--- config.mk ---
export PLATFORM = sky130hd
export DESIGN_NAME = wait_pulse_gen
export DESIGN_NICKNAME = d
export VERILOG_FILES = /design/src/rtl/wait_pulse_gen.sv
export SDC_FILE = /design/constraint.sdc
export NUM_CORES = 1
export LEC_CHECK = 0
export CORE_MARGIN = 2
export CORE_UTILIZATION = 50
export DETAILED_ROUTE_END_ITERATION = 8
export HOLD_SLACK_MARGIN = 0.05
export PLACE_DENSITY = 0.83
export SETUP_SLACK_MARGIN = 0.1
export SLEW_MARGIN = 15
export SYNTH_ARGS = -nofsm -noshare
export SYNTH_HDL_FRONTEND = slang
export SYNTH_SLANG_ARGS = --single-unit
--- constraint.sdc ---
create_clock -name clk -period 7.04 [get_ports clk]
set_input_delay 1.056 -clock clk [delete_from_list [all_inputs] [get_ports clk]]
set_output_delay 1.056 -clock clk [all_outputs]
set_load 0.05 [all_outputs]
--- src/rtl/wait_pulse_gen.sv ---
// Programmable pulse-train generator: after start (active low) emits P high pulses of L cycles
// separated by L-cycle gaps, then stops in DONE (one-shot) or restarts (REPEAT=1).
module wait_pulse_gen #(
  parameter int WIDTH  = 16,
  parameter int PW     = 8,
  parameter bit REPEAT = 1'b0
) (
  input  logic             clk,
  input  logic             reset,
  input  logic             start,
  input  logic [WIDTH-1:0] seg_len,
  input  logic [PW-1:0]    pulses,
  output logic             out,
  output logic             busy,
  output logic             done,
  output logic [PW-1:0]    pulse_cnt
);

  typedef enum logic [1:0] {
    IDLE = 2'd0,
    RUN  = 2'd1,
    DONE = 2'd2
  } state_t;

  state_t           state_r;
  logic [WIDTH-1:0] seg_cnt_r;
  logic [WIDTH-1:0] len_r;
  logic [PW:0]      seg_idx_r;
  logic [PW-1:0]    pul_r;

  logic [WIDTH-1:0] len_in_s;
  logic [PW-1:0]    pul_in_s;
  logic [WIDTH-1:0] len_m1_s;
  logic [PW:0]      last_idx_s;

  // Zero-length segments and zero pulse counts are promoted to one.
  assign len_in_s   = (seg_len == '0) ? WIDTH'(1) : seg_len;
  assign pul_in_s   = (pulses == '0) ? PW'(1) : pulses;
  assign len_m1_s   = len_r - WIDTH'(1);
  assign last_idx_s = {pul_r, 1'b0} - (PW + 1)'(1);

  // Sequencer state, counters and registered outputs.
  always_ff @(posedge clk or posedge reset) begin
    if (reset) begin
      state_r   <= IDLE;
      seg_cnt_r <= '0;
      seg_idx_r <= '0;
      len_r     <= WIDTH'(1);
      pul_r     <= PW'(1);
      out       <= 1'b0;
      busy      <= 1'b0;
      done      <= 1'b0;
      pulse_cnt <= '0;
    end else begin
      case (state_r)
        IDLE: begin
          out  <= 1'b0;
          done <= 1'b0;
          if (start == 1'b0) begin
            len_r     <= len_in_s;
            pul_r     <= pul_in_s;
            seg_cnt_r <= '0;
            seg_idx_r <= '0;
            pulse_cnt <= '0;
            busy      <= 1'b1;
            state_r   <= RUN;
          end else begin
            busy <= 1'b0;
          end
        end
        RUN: begin
          if (start == 1'b1) begin
            // Abort takes priority over a segment boundary on the same edge.
            state_r   <= IDLE;
            out       <= 1'b0;
            busy      <= 1'b0;
            seg_cnt_r <= '0;
            seg_idx_r <= '0;
          end else if (seg_cnt_r != len_m1_s) begin
            seg_cnt_r <= seg_cnt_r + WIDTH'(1);
          end else begin
            seg_cnt_r <= '0;
            if (seg_idx_r[0] && (pulse_cnt != '1)) begin
              pulse_cnt <= pulse_cnt + PW'(1);
            end
            if (seg_idx_r != last_idx_s) begin
              seg_idx_r <= seg_idx_r + (PW + 1)'(1);
              out       <= ~seg_idx_r[0];
            end else begin
              out <= 1'b0;
              if (REPEAT) begin
                seg_idx_r <= '0;
              end else begin
                state_r <= DONE;
                busy    <= 1'b0;
                done    <= 1'b1;
              end
            end
          end
        end
        DONE: begin
          out  <= 1'b0;
          busy <= 1'b0;
          if (start == 1'b1) begin
            done    <= 1'b0;
            state_r <= IDLE;
          end else begin
            done <= 1'b1;
          end
        end
        default: begin
          state_r   <= IDLE;
          out       <= 1'b0;
          busy      <= 1'b0;
          done      <= 1'b0;
          seg_cnt_r <= '0;
          seg_idx_r <= '0;
        end
      endcase
    end
  end

endmodule
==> out/metrics.csv <==
metric,value,unit
status,"finished, final reports clean",
total grt overflow,0,
setup violators final,0,
worst skew pair latency,0.35,ns
largest net degree at the start of global routing,63,
clock buffer depth,2,
"Hold Violations, Final",0,
Root Driver,clkbuf_8,
peak supply drop,0.000204,V
Hold Buf Count CTS,0,
crit path DAT,4.15,ns
Worst-path clk slew,0.06,ns
Via density,5.96,
CTS tree,done,
final design utilization,0.607,
Setup CP Type,reg -> reg,
# port buffers,37,
fin crit period,3.97,ns
max_slew headroom,0.289,
global placement routability congestion,0.879,
f_max,252,MHz
Pleak,1.73,nW
Synth Warn #,0,
number of antenna violations at the first check in global routing,0,
wire per inst,16.0,um
CP Capture Type,flip-flop,
die area,8360,um^2
Slew @ Worst Pin,1.07,ns
crit-path max FO,14,
fin crit share,0.563,
drt total wl,8770,um
First DRT Iteration DRCs,223,
DIE WIDTH,91.4,um
post-CTS setup buffer count,0,
fin nets,480,
number of synthesized flops with an enable pin,0,
setup TNS,0,ns
DRT Pass-1 Iters,5,
reg2reg start,len_r[1],
HP Class,reg -> reg,
ANT cells,0,
HP Start,pul_r[7],
Syn Area/Cell,9.30,um^2
vias in the first global route,3372,
Critical Path RT,7.22,ns
# IOs,38,
FF-to-FF End,seg_cnt_r[7],
RSZ-0062 raised after global routing,no,
Hold Crit Depth,1,
Post-synth top flop,dfrtp_1,
layout cell share with drive strength beyond 1,0.107,
Vias,3270,
Mapped Area,3820,um^2
cell taking the most area after synthesis,dfrtp_1,
Yosys cell types,59,
Area contributors post-synth,"dfrtp_1, xnor2_1, mux2_2, xor2_1, nor2_1",
Cells after Synth,411,
register bit total from synthesis,62,
Area Growth Syn to Fin,16.3,%
Core ar.,7330,um^2
"Async S/R FF share, synth",1.00,
Final HPWL DP,6290,um
destination of the worst hold path,pul_r[7],
Post-Syn Nets,446,
number of fill cells,608,
setup clock skew after layout,0.00760,ns
Register-to-Register Path Depth,9,
Post-DRT Antenna Nets,0,
register area share after synthesis,0.407,
max_cap viols,0,
cts repair resizes,0,
clk sink count,62,
area share of the largest cell type after synthesis,0.393,
CP startpoint kind,flip-flop,
H-Tree Depth,3,
row count,31,
worst reg2reg setup slack,3.07,ns
CTS Buf Count,9,
first-pass GRT wire length,15400,um
Die Ht,91.4,um
DRC Markers,0,
Slew Limit Fails,0,
initial core utilization,0.521,
pwr dens,326,nW/um^2
Global Route Usage Sum,0.229,
[cell type report]
cell class,instances,area [um^2],area share
Clock buffer,11,131,0.0295
Clock inverter,5,50.0,0.0113
Inverter,14,52.6,0.0118
Multi-Input combinational cell,318,2140,0.482
Sequential cell,62,1550,0.349
Tap cell,99,124,0.0279
Timing Repair Buffer,40,393,0.0884
[logic make-up (layout without fill, tap and decap cells)]
family                   after synthesis  in the layout  synth area share
AO/OA/AOI/OAI                         70             70             0.128
XOR/XNOR                              45             45             0.107
adder cells (fa/ha/maj)                8              8            0.0262
buffers and inverters                 31             70            0.0337
flip-flops                            62             62             0.407
multiplexers                          21             21            0.0612
AND/OR/NAND/NOR                      174            174             0.238
[worst max-delay path by stage]
stage	from	to	slack [ns]	cells after the start
6_report	len_r[1]	seg_cnt_r[7]	3.07	9
5_1_grt	len_r[1]	seg_cnt_r[7]	2.72	9
4_1_cts	len_r[1]	seg_cnt_r[7]	3.08	9
3_5_place_dp	len_r[1]	seg_cnt_r[14]	3.10	9
3_3_place_gp	len_r[1]	seg_cnt_r[13]	3.30	9
2_1_floorplan	len_r[1]	pulse_cnt[6]	3.59	12
[per-layer routing]
layer  global-route usage  vias to the layer above  routed length (um)
met2                0.387                       98                4440
met4               0.0833                        0                 155
met1                0.272                     1588                3700
met5                    0                        -                   0
met3               0.0722                       17                 474
li1                     -                     1567                   -
[cells in the mapped netlist, types with 2 or more instances]
library cell and instances:
a21oi_1 11, a31oi_1 6, a32oi_1 2, and2_1 2, and3_1 5, and4_1 2
buf_1 3, buf_2 4, clkbuf_1 9, dfrtp_1 60, dfstp_2 2, ha_1 8
inv_1 14, mux2_2 19, mux2i_1 2, nand2_1 30, nand2b_1 3, nand3_1 20
nand4_1 8, nor2_1 42, nor2b_1 3, nor3_1 16, nor4_1 15, o2111ai_1 3
o211ai_1 7, o21ai_0 24, o311ai_0 2, o31ai_1 2, or3_1 10, or4_1 6
xnor2_1 25, xor2_1 19
[metrics by stage]
stage | worst slack, ns | total power (W) | hold WS (ns) | cell area, um^2 | std cells
final | 3.07 | 0.00145 | 0.528 | 4450 | 549
after global routing | 2.72 | 0.00155 | 0.538 | 4450 | 549
after CTS | 3.08 | 0.00145 | 0.533 | 4450 | 549
after detailed placement | 3.10 | 0.00115 | 0.518 | 4270 | 533
after global placement | 3.30 | 0.00112 | 0.514 | 4270 | 533
after floorplan | 3.59 | 0.00100 | 0.492 | 3820 | 411
[critical path: stages (launching register included)]
cell and delay (ns):
dfrtp_1 0.40, inv_1 0.08, ha_1 0.19, or3b_1 0.48, or4_4 0.53, a2111oi_4 0.38, nand3_1 0.14, or4_1 0.58
a21oi_1 0.88, nor2_1 0.14
[state kept, by name, indices dropped and copies added, names as in the netlist]
register   count
seg_idx_r      9
pulse_cnt      8
busy           1
state_r        2
out            1
seg_cnt_r     16
len_r         16
done           1
pul_r          8
[placed cells by master, fill, tap and decap left out, drive strengths merged, types with 4 or more instances in the layout]
cell type / synthesis / routed
clkbuf: 9 / 11
dfrtp: 60 / 60
xnor2: 25 / 25
a31oi: 6 / 6
o211ai: 7 / 7
clkinv: 0 / 4
nand3: 20 / 20
nor2: 42 / 42
and3: 5 / 5
nand2: 30 / 30
nand4: 8 / 8
ha: 8 / 8
nor4: 15 / 15
xor2: 19 / 19
or4: 7 / 7
a21oi: 11 / 11
mux2: 19 / 19
o21ai: 24 / 24
or3: 11 / 11
clkdlybuf4s50: 0 / 37
inv: 14 / 14
nor3: 16 / 16
[power by group]
group          total [W]  internal (W)  switching, W
combinational   0.000570      0.000254      0.000316
clock           0.000299      0.000161      0.000138
sequential      0.000583      0.000451      0.000132
total            0.00145      0.000866      0.000585
Note: power is estimated with default switching activity, not from simulation.
==> variant 1 (same settings) <==
`REPEAT`: 1'b0 -> 1'b1.
--- a/src/rtl/wait_pulse_gen.sv
+++ b/src/rtl/wait_pulse_gen.sv
@@ -5,3 +5,3 @@
   parameter int PW     = 8,
-  parameter bit REPEAT = 1'b0
+  parameter bit REPEAT = 1'b1
 ) (
Check against the original RTL: not equivalent (a bounded check fails within 4 cycles, from zero or initial values and one cycle with reset high).
==> variant 1 against the original RTL <==
Area after synthesis shrank 2.0%; combinational power down 9.5%; worst setup slack better by 0.29 ns; routed wire length increased by 0.71%; design area is 1.5% lower; first-iteration DRC count grew 34%; sequential cell count down 2; power down 3.9%; critical endpoint is now seg_idx_r[3].
==> variant 1: results (changes against the original RTL) <==
- Worst hold start: busy
* CLK BUF: 10 (-1)
* Overall fraction of global-route tracks in use: 22.9% (+0.031 points)
- TritonCTS buffer count: 9 (unchanged)
- Placer's final routability congestion estimate: 0.890 (+1.3%)
- The number of cells after detailed placement is 520 (-2.4%).
- Post-route cell area: 0.00438 mm² (-1.5%)
- The maximum number of pins on one net before global-route repair was 61 (-3.2%).
- Starting density of the core: 51.6% (-0.51 points)
- The count of plain and timing-repair buffers is 38 (-5.0%).
- In this run the critical register-to-register path is captured at seg_idx_r[3].
* Signal buffers share of area: 8.57% (-0.27 points)
* Proportion of cell area occupied by registers: 34.3% (-0.62 points)
* First-pass GRT wire length: 15200 µm (-1.3%)
* Finished Layout Cells: 536 (-2.4%)
- Number of global-route vias before repair: 3176 (-5.8%)
- Fraction of the yosys area taken by sequential cells: 40.2% (-0.49 points)
- Filler cell count in the final layout: 615 (+1.2%)
- The worst setup path is captured at a flop.
- Port Buffers: 36 (-2.7%)
- The critical path starts at len_r[0].
- Peak supply drop: 0.174 mV (-15%)
- The cell area reported after detailed placement came to 0.00418 mm² (-2.0%).
* Fraction of final layout cells sized beyond drive strength 1: 11.2% (+0.55 points)
- The number of design-rule violations left by the first detailed-router iteration is 299 (+34%).
* Endpoint arrival time on the critical path: 3.88 ns (-0.27 ns)
- Maximum fanout along the worst path: 19 (+5)
- The leakage power figure was 1.72 nW (-0.71%).
- XOR/XNOR share of the synthesized area: 8.42% (-2.3 points)
- Fraction of area in multi-input gates: 48.1% (about the same)
- The sequential cell count of the final layout was 60 (-3.2%).
* Ratio of routed vias to standard cells: 6.03 (+1.2%)
* Net count after synthesis: 435 (-2.5%)
- The count of non-CTS inverters in the layout came to 18 (+4).
- The distinct cell type count of the synthesized netlist was 66 (+12%).
- The worst hold slack after final layout was 0.518 ns (-0.00975 ns).
- In the post-synthesis netlist, the biggest area contributors are sky130_fd_sc_hd__dfrtp_1 (39%), sky130_fd_sc_hd__mux2_2 (5.7%), sky130_fd_sc_hd__xnor2_1 (4.2%).
* Hold Path Sink: busy
- Top cells by count, synth: sky130_fd_sc_hd__dfrtp_1 (58), sky130_fd_sc_hd__nor2_1 (29), sky130_fd_sc_hd__nand2_1 (22), sky130_fd_sc_hd__o21ai_0 (21), sky130_fd_sc_hd__mux2_2 (19)
- The final clock skew is 0.00913 ns (+0.00153 ns).
- Portion of netlist area occupied by mux cells: 6.25% (+0.13 points)
* Multi-In Gates: 305 (-4.1%)
- The fraction of registers with async set or reset after synthesis came to 100% (unchanged).
- Final layout net count: 468 (-2.5%)
- Post-Place Worst Slack: 3.40 ns (+0.295 ns)
- The run finished with clean final reports.
- Complex-gate fraction of the synthesized area: 16.4% (+3.6 points)
- The post-synthesis average cell area is 9.39 µm² (+0.92%).
- Detailed Place HPWL: 6350 µm (+1.0%)
* Adder and majority cell fraction of the synthesized area: 3.01% (+0.39 points)
* Core footprint: 0.00725 mm² (-1.1%)
[variant 1: changes by cell type in the layout (fill, tap and decap cells not counted), moves of 5 or more]
cell	delta
sky130_fd_sc_hd__nor2_1	-13
sky130_fd_sc_hd__nand2_1	-8
sky130_fd_sc_hd__o21ai_1	+7
sky130_fd_sc_hd__xnor2_1	-7
sky130_fd_sc_hd__nor3_1	-6
sky130_fd_sc_hd__a22oi_1	+5
sky130_fd_sc_hd__nand3_1	-5
[variant 1: logic make-up (layout without fill, tap and decap cells)]
group	after synthesis	count (layout)
flip-flops	60	60
other	1	1
AO/OA/AOI/OAI	88	88
XOR/XNOR	36	36
adder cells (fa/ha/maj)	9	9
buffers and inverters	34	72
multiplexers	21	21
AND/OR/NAND/NOR	150	150
[variant 1: worst max-delay path, stage by stage (launching register included)]
cell and delay [ns]:
sky130_fd_sc_hd__dfstp_2 0.57, sky130_fd_sc_hd__inv_1 0.05, sky130_fd_sc_hd__ha_1 0.28, sky130_fd_sc_hd__nor4b_2 0.23, sky130_fd_sc_hd__and4b_1 0.24, sky130_fd_sc_hd__or4_4 0.44
sky130_fd_sc_hd__a2111oi_4 0.44, sky130_fd_sc_hd__a31oi_2 0.35, sky130_fd_sc_hd__nor2_1 0.76, sky130_fd_sc_hd__o22ai_1 0.15
[variant 1: layer usage]
metal	routed length, µm	GRT usage (%)	vias up
met5	0	0	-
met4	148	9.10	0
met3	601	6.09	10
met2	3940	34.4	110
met1	4150	31.5	1569
li1	-	-	1541
[variant 1: power breakdown]
| part | total, mW | switching, mW | internal, mW |
|---|---|---|---|
| registers | 0.563 | 0.135 | 0.428 |
| clock network | 0.316 | 0.144 | 0.172 |
| logic | 0.516 | 0.283 | 0.233 |
==> variant 2 (same settings) <==
Made on the original files. Re-encode `state_t` (3 states) as one-hot, 3 bits wide.
--- a/src/rtl/wait_pulse_gen.sv
+++ b/src/rtl/wait_pulse_gen.sv
@@ -18,6 +18,6 @@
 
-  typedef enum logic [1:0] {
-    IDLE = 2'd0,
-    RUN  = 2'd1,
-    DONE = 2'd2
+  typedef enum logic [2:0] {
+    IDLE = 3'b001,
+    RUN  = 3'b010,
+    DONE = 3'b100
   } state_t;
Check against the original RTL: no difference found for any inputs over 10 cycles, from zero or initial values and one cycle with reset high; not proved beyond that.
==> variant 2 against the original RTL <==
Worst setup slack improved by 0.56 ns; routed wire length rose by 2.6%; area after synthesis rose by 0.95%; global-route usage about the same; power is 20% lower; design area is 1.4% higher; sequential cell count grew 1; synthesized cell count fell by 0.73%; sequential power shrank 14%; maximum frequency rose by 16%.
==> variant 2: results (changes against the original RTL) <==
- Antenna violations before repair: 0 (unchanged)
* TritonCTS buffer count: 9 (unchanged)
- The maximum number of pins on one net before global-route repair came to 64 (+1.6%).
* XOR/XNOR share of the synthesized area: 9.99% (-0.68 points)
* Overall fraction of global-route tracks in use: 22.9% (about the same)
* # Post-CTS Setup Buffers: 0 (unchanged)
- Dominant cells by area after synthesis: sky130_fd_sc_hd__dfrtp_1 (39%), sky130_fd_sc_hd__xnor2_1 (6.6%), sky130_fd_sc_hd__mux2_2 (6.1%)
- The compound-cell area share of the yosys netlist was 11.1% (-1.7 points).
- CTS H-tree depth: 3 (unchanged)
* Top cells by count, synth: sky130_fd_sc_hd__dfrtp_1 (60), sky130_fd_sc_hd__nor2_1 (39), sky130_fd_sc_hd__nand2_1 (34), sky130_fd_sc_hd__xnor2_1 (29), sky130_fd_sc_hd__mux2_2 (21)
- The final clock skew was 0.0106 ns (+0.00295 ns).
- The proportion of layout cells with a drive suffix above 1 came to 12.5% (+1.9 points).
* Clock tree buffer depth: 2 (unchanged)
- The count of buffers from port buffering came to 37 (unchanged).
- Sw Share: 34.4% (-5.9 points)
* Placer's final routability congestion estimate: 0.947 (+7.8%)
- The worst vdd rail ir drop is 0.148 mV (-27%).
- Clock tree root buffer cell: sky130_fd_sc_hd__clkbuf_8
* Async S/R FF share, synth: 100% (unchanged)
- Total of warnings raised by yosys: 0 (unchanged)
* Ratio of routed vias to standard cells: 5.93 (-0.37%)
- After clock tree synthesis, the clock-pin slew on the worst setup and hold paths is 0.07 ns.
* Final layout net count: 474 (-1.3%)
- Filler cell count in the final layout: 634 (+4.3%)
- The clock reaches the later pin of the worst-skew pair after 0.36 ns.
* Slew of the pin with the lowest slew margin: 0.851 ns (-0.215 ns)
* Adder and majority cell fraction of the synthesized area: 1.62% (-1.0 points)
* Portion of netlist area occupied by mux cells: 7.43% (+1.3 points)
- Length of the first detailed-routing pass in iterations: 5 (unchanged)
- The leakage power figure came to 1.73 nW (about the same).
* Drt first-iter violations: 204 (-8.5%)
* Unique masters post-synth: 56 (-5.1%)
- The total wire length came to 9000 µm (+2.6%).
* Net count after synthesis: 440 (-1.3%)
- The sequential fraction of the synthesis area was 41.0% (+0.30 points).
* Slowest-stage cell, CP: sky130_fd_sc_hd__or4_4
- Total of cells resized after clock tree synthesis: 0 (unchanged)
- The largest registers in the layout are len_r x16, seg_cnt_r x16, seg_idx_r x9.
- Maximum fanout along the worst path: 11 (-3)
* Highest cell delay on the worst timing path: 0.61 ns (-0.27 ns)
- Number of global-route vias before repair: 3229 (-4.2%)
- Detailed Place HPWL: 6450 µm (+2.5%)
- Combinational family with the most area after synthesis: simple AND/OR/NAND/NOR gates
* Status: complete, no violations
- First-pass GRT wire length: 15400 µm (+0.14%)
- Post-Place Worst Slack: 3.57 ns (+0.461 ns)
- The min-delay analysis places its worst path in the category reg -> reg.
variant 2: cell count changes after synthesis, sizes merged, moves of 4 or more:
cell,change
nand3,-8
a21oi,+7
o21ai,-7
or3,-6
nand4,+5
nand2,+4
o211ai,-4
xnor2,+4
xor2,-4
variant 2: power groups by stage:
stage | Clock [mW] | Sequential (mW) | Combinational [mW]
final | 0.348 | 0.502 | 0.305
after global placement | 0 | 0.503 | 0.288
after detailed placement | 0 | 0.507 | 0.300
after global routing | 0.370 | 0.513 | 0.337
after CTS | 0.353 | 0.500 | 0.304
after floorplan | 0 | 0.471 | 0.255
variant 2: stage by stage:
stage	instances	hold slack (ns)	instance area (µm²)	total power, mW	util (%)
final	549	0.483	4510	1.16	59.3
after global routing	549	0.505	4510	1.22	59.3
after CTS	549	0.491	4510	1.16	59.3
after detailed placement	533	0.474	4300	0.807	56.5
after global placement	533	0.461	4300	0.791	56.5
after floorplan	408	0.495	3860	0.726	-
variant 2: cells by family (layout without fill, tap and decap cells):
family	count (synthesis)	in the layout
AND/OR/NAND/NOR	176	176
AO/OA/AOI/OAI	64	64
XOR/XNOR	44	44
buffers and inverters	30	69
adder cells (fa/ha/maj)	5	5
flip-flops	63	63
multiplexers	26	26
variant 2: critical path, delay by kind of cell, from the launching register on:
| kind | cells | cell delay [ns] |
|---|---|---|
| xor gates and xnor gates | 1 | 0.24 |
| and+or+nand+nor | 6 | 2.07 |
| AOI/OAI and AO/OA | 1 | 0.45 |
| DFF | 1 | 0.50 |
variant 2: per-layer routing:
metal / vias up / wire length (µm) / track usage (%)
met3: 17 / 371 / 4.44
met1: 1625 / 3810 / 28.1
met5: - / 0 / 0
met4: 0 / 160 / 7.21
li1: 1539 / - / -
met2: 77 / 4660 / 40.6
variant 2: worst paths after layout:
path                            slack (ns)  depth (start not counted)      from             to
worst max register to register        3.64                          8  len_r[4]  seg_cnt_r[12]
max in group asynchronous             5.28                          3     reset   seg_cnt_r[4]
worst min-delay path                  0.48                          1      busy           busy
worst min register to register        0.48                          1      busy           busy
worst max-delay path                  3.64                          8  len_r[4]  seg_cnt_r[12]
min in group asynchronous             1.26                          3     reset   seg_idx_r[0]
variant 2: cell type report:
type                    count  share of cell area (%)
well taps                 102                    2.83
flip-flops and latches     63                    35.0
clock inverters             6                    1.89
inverters                  14                    1.17
repair buffers             39                    8.54
multi-input cells         315                    47.7
clock buffers              10                    2.83
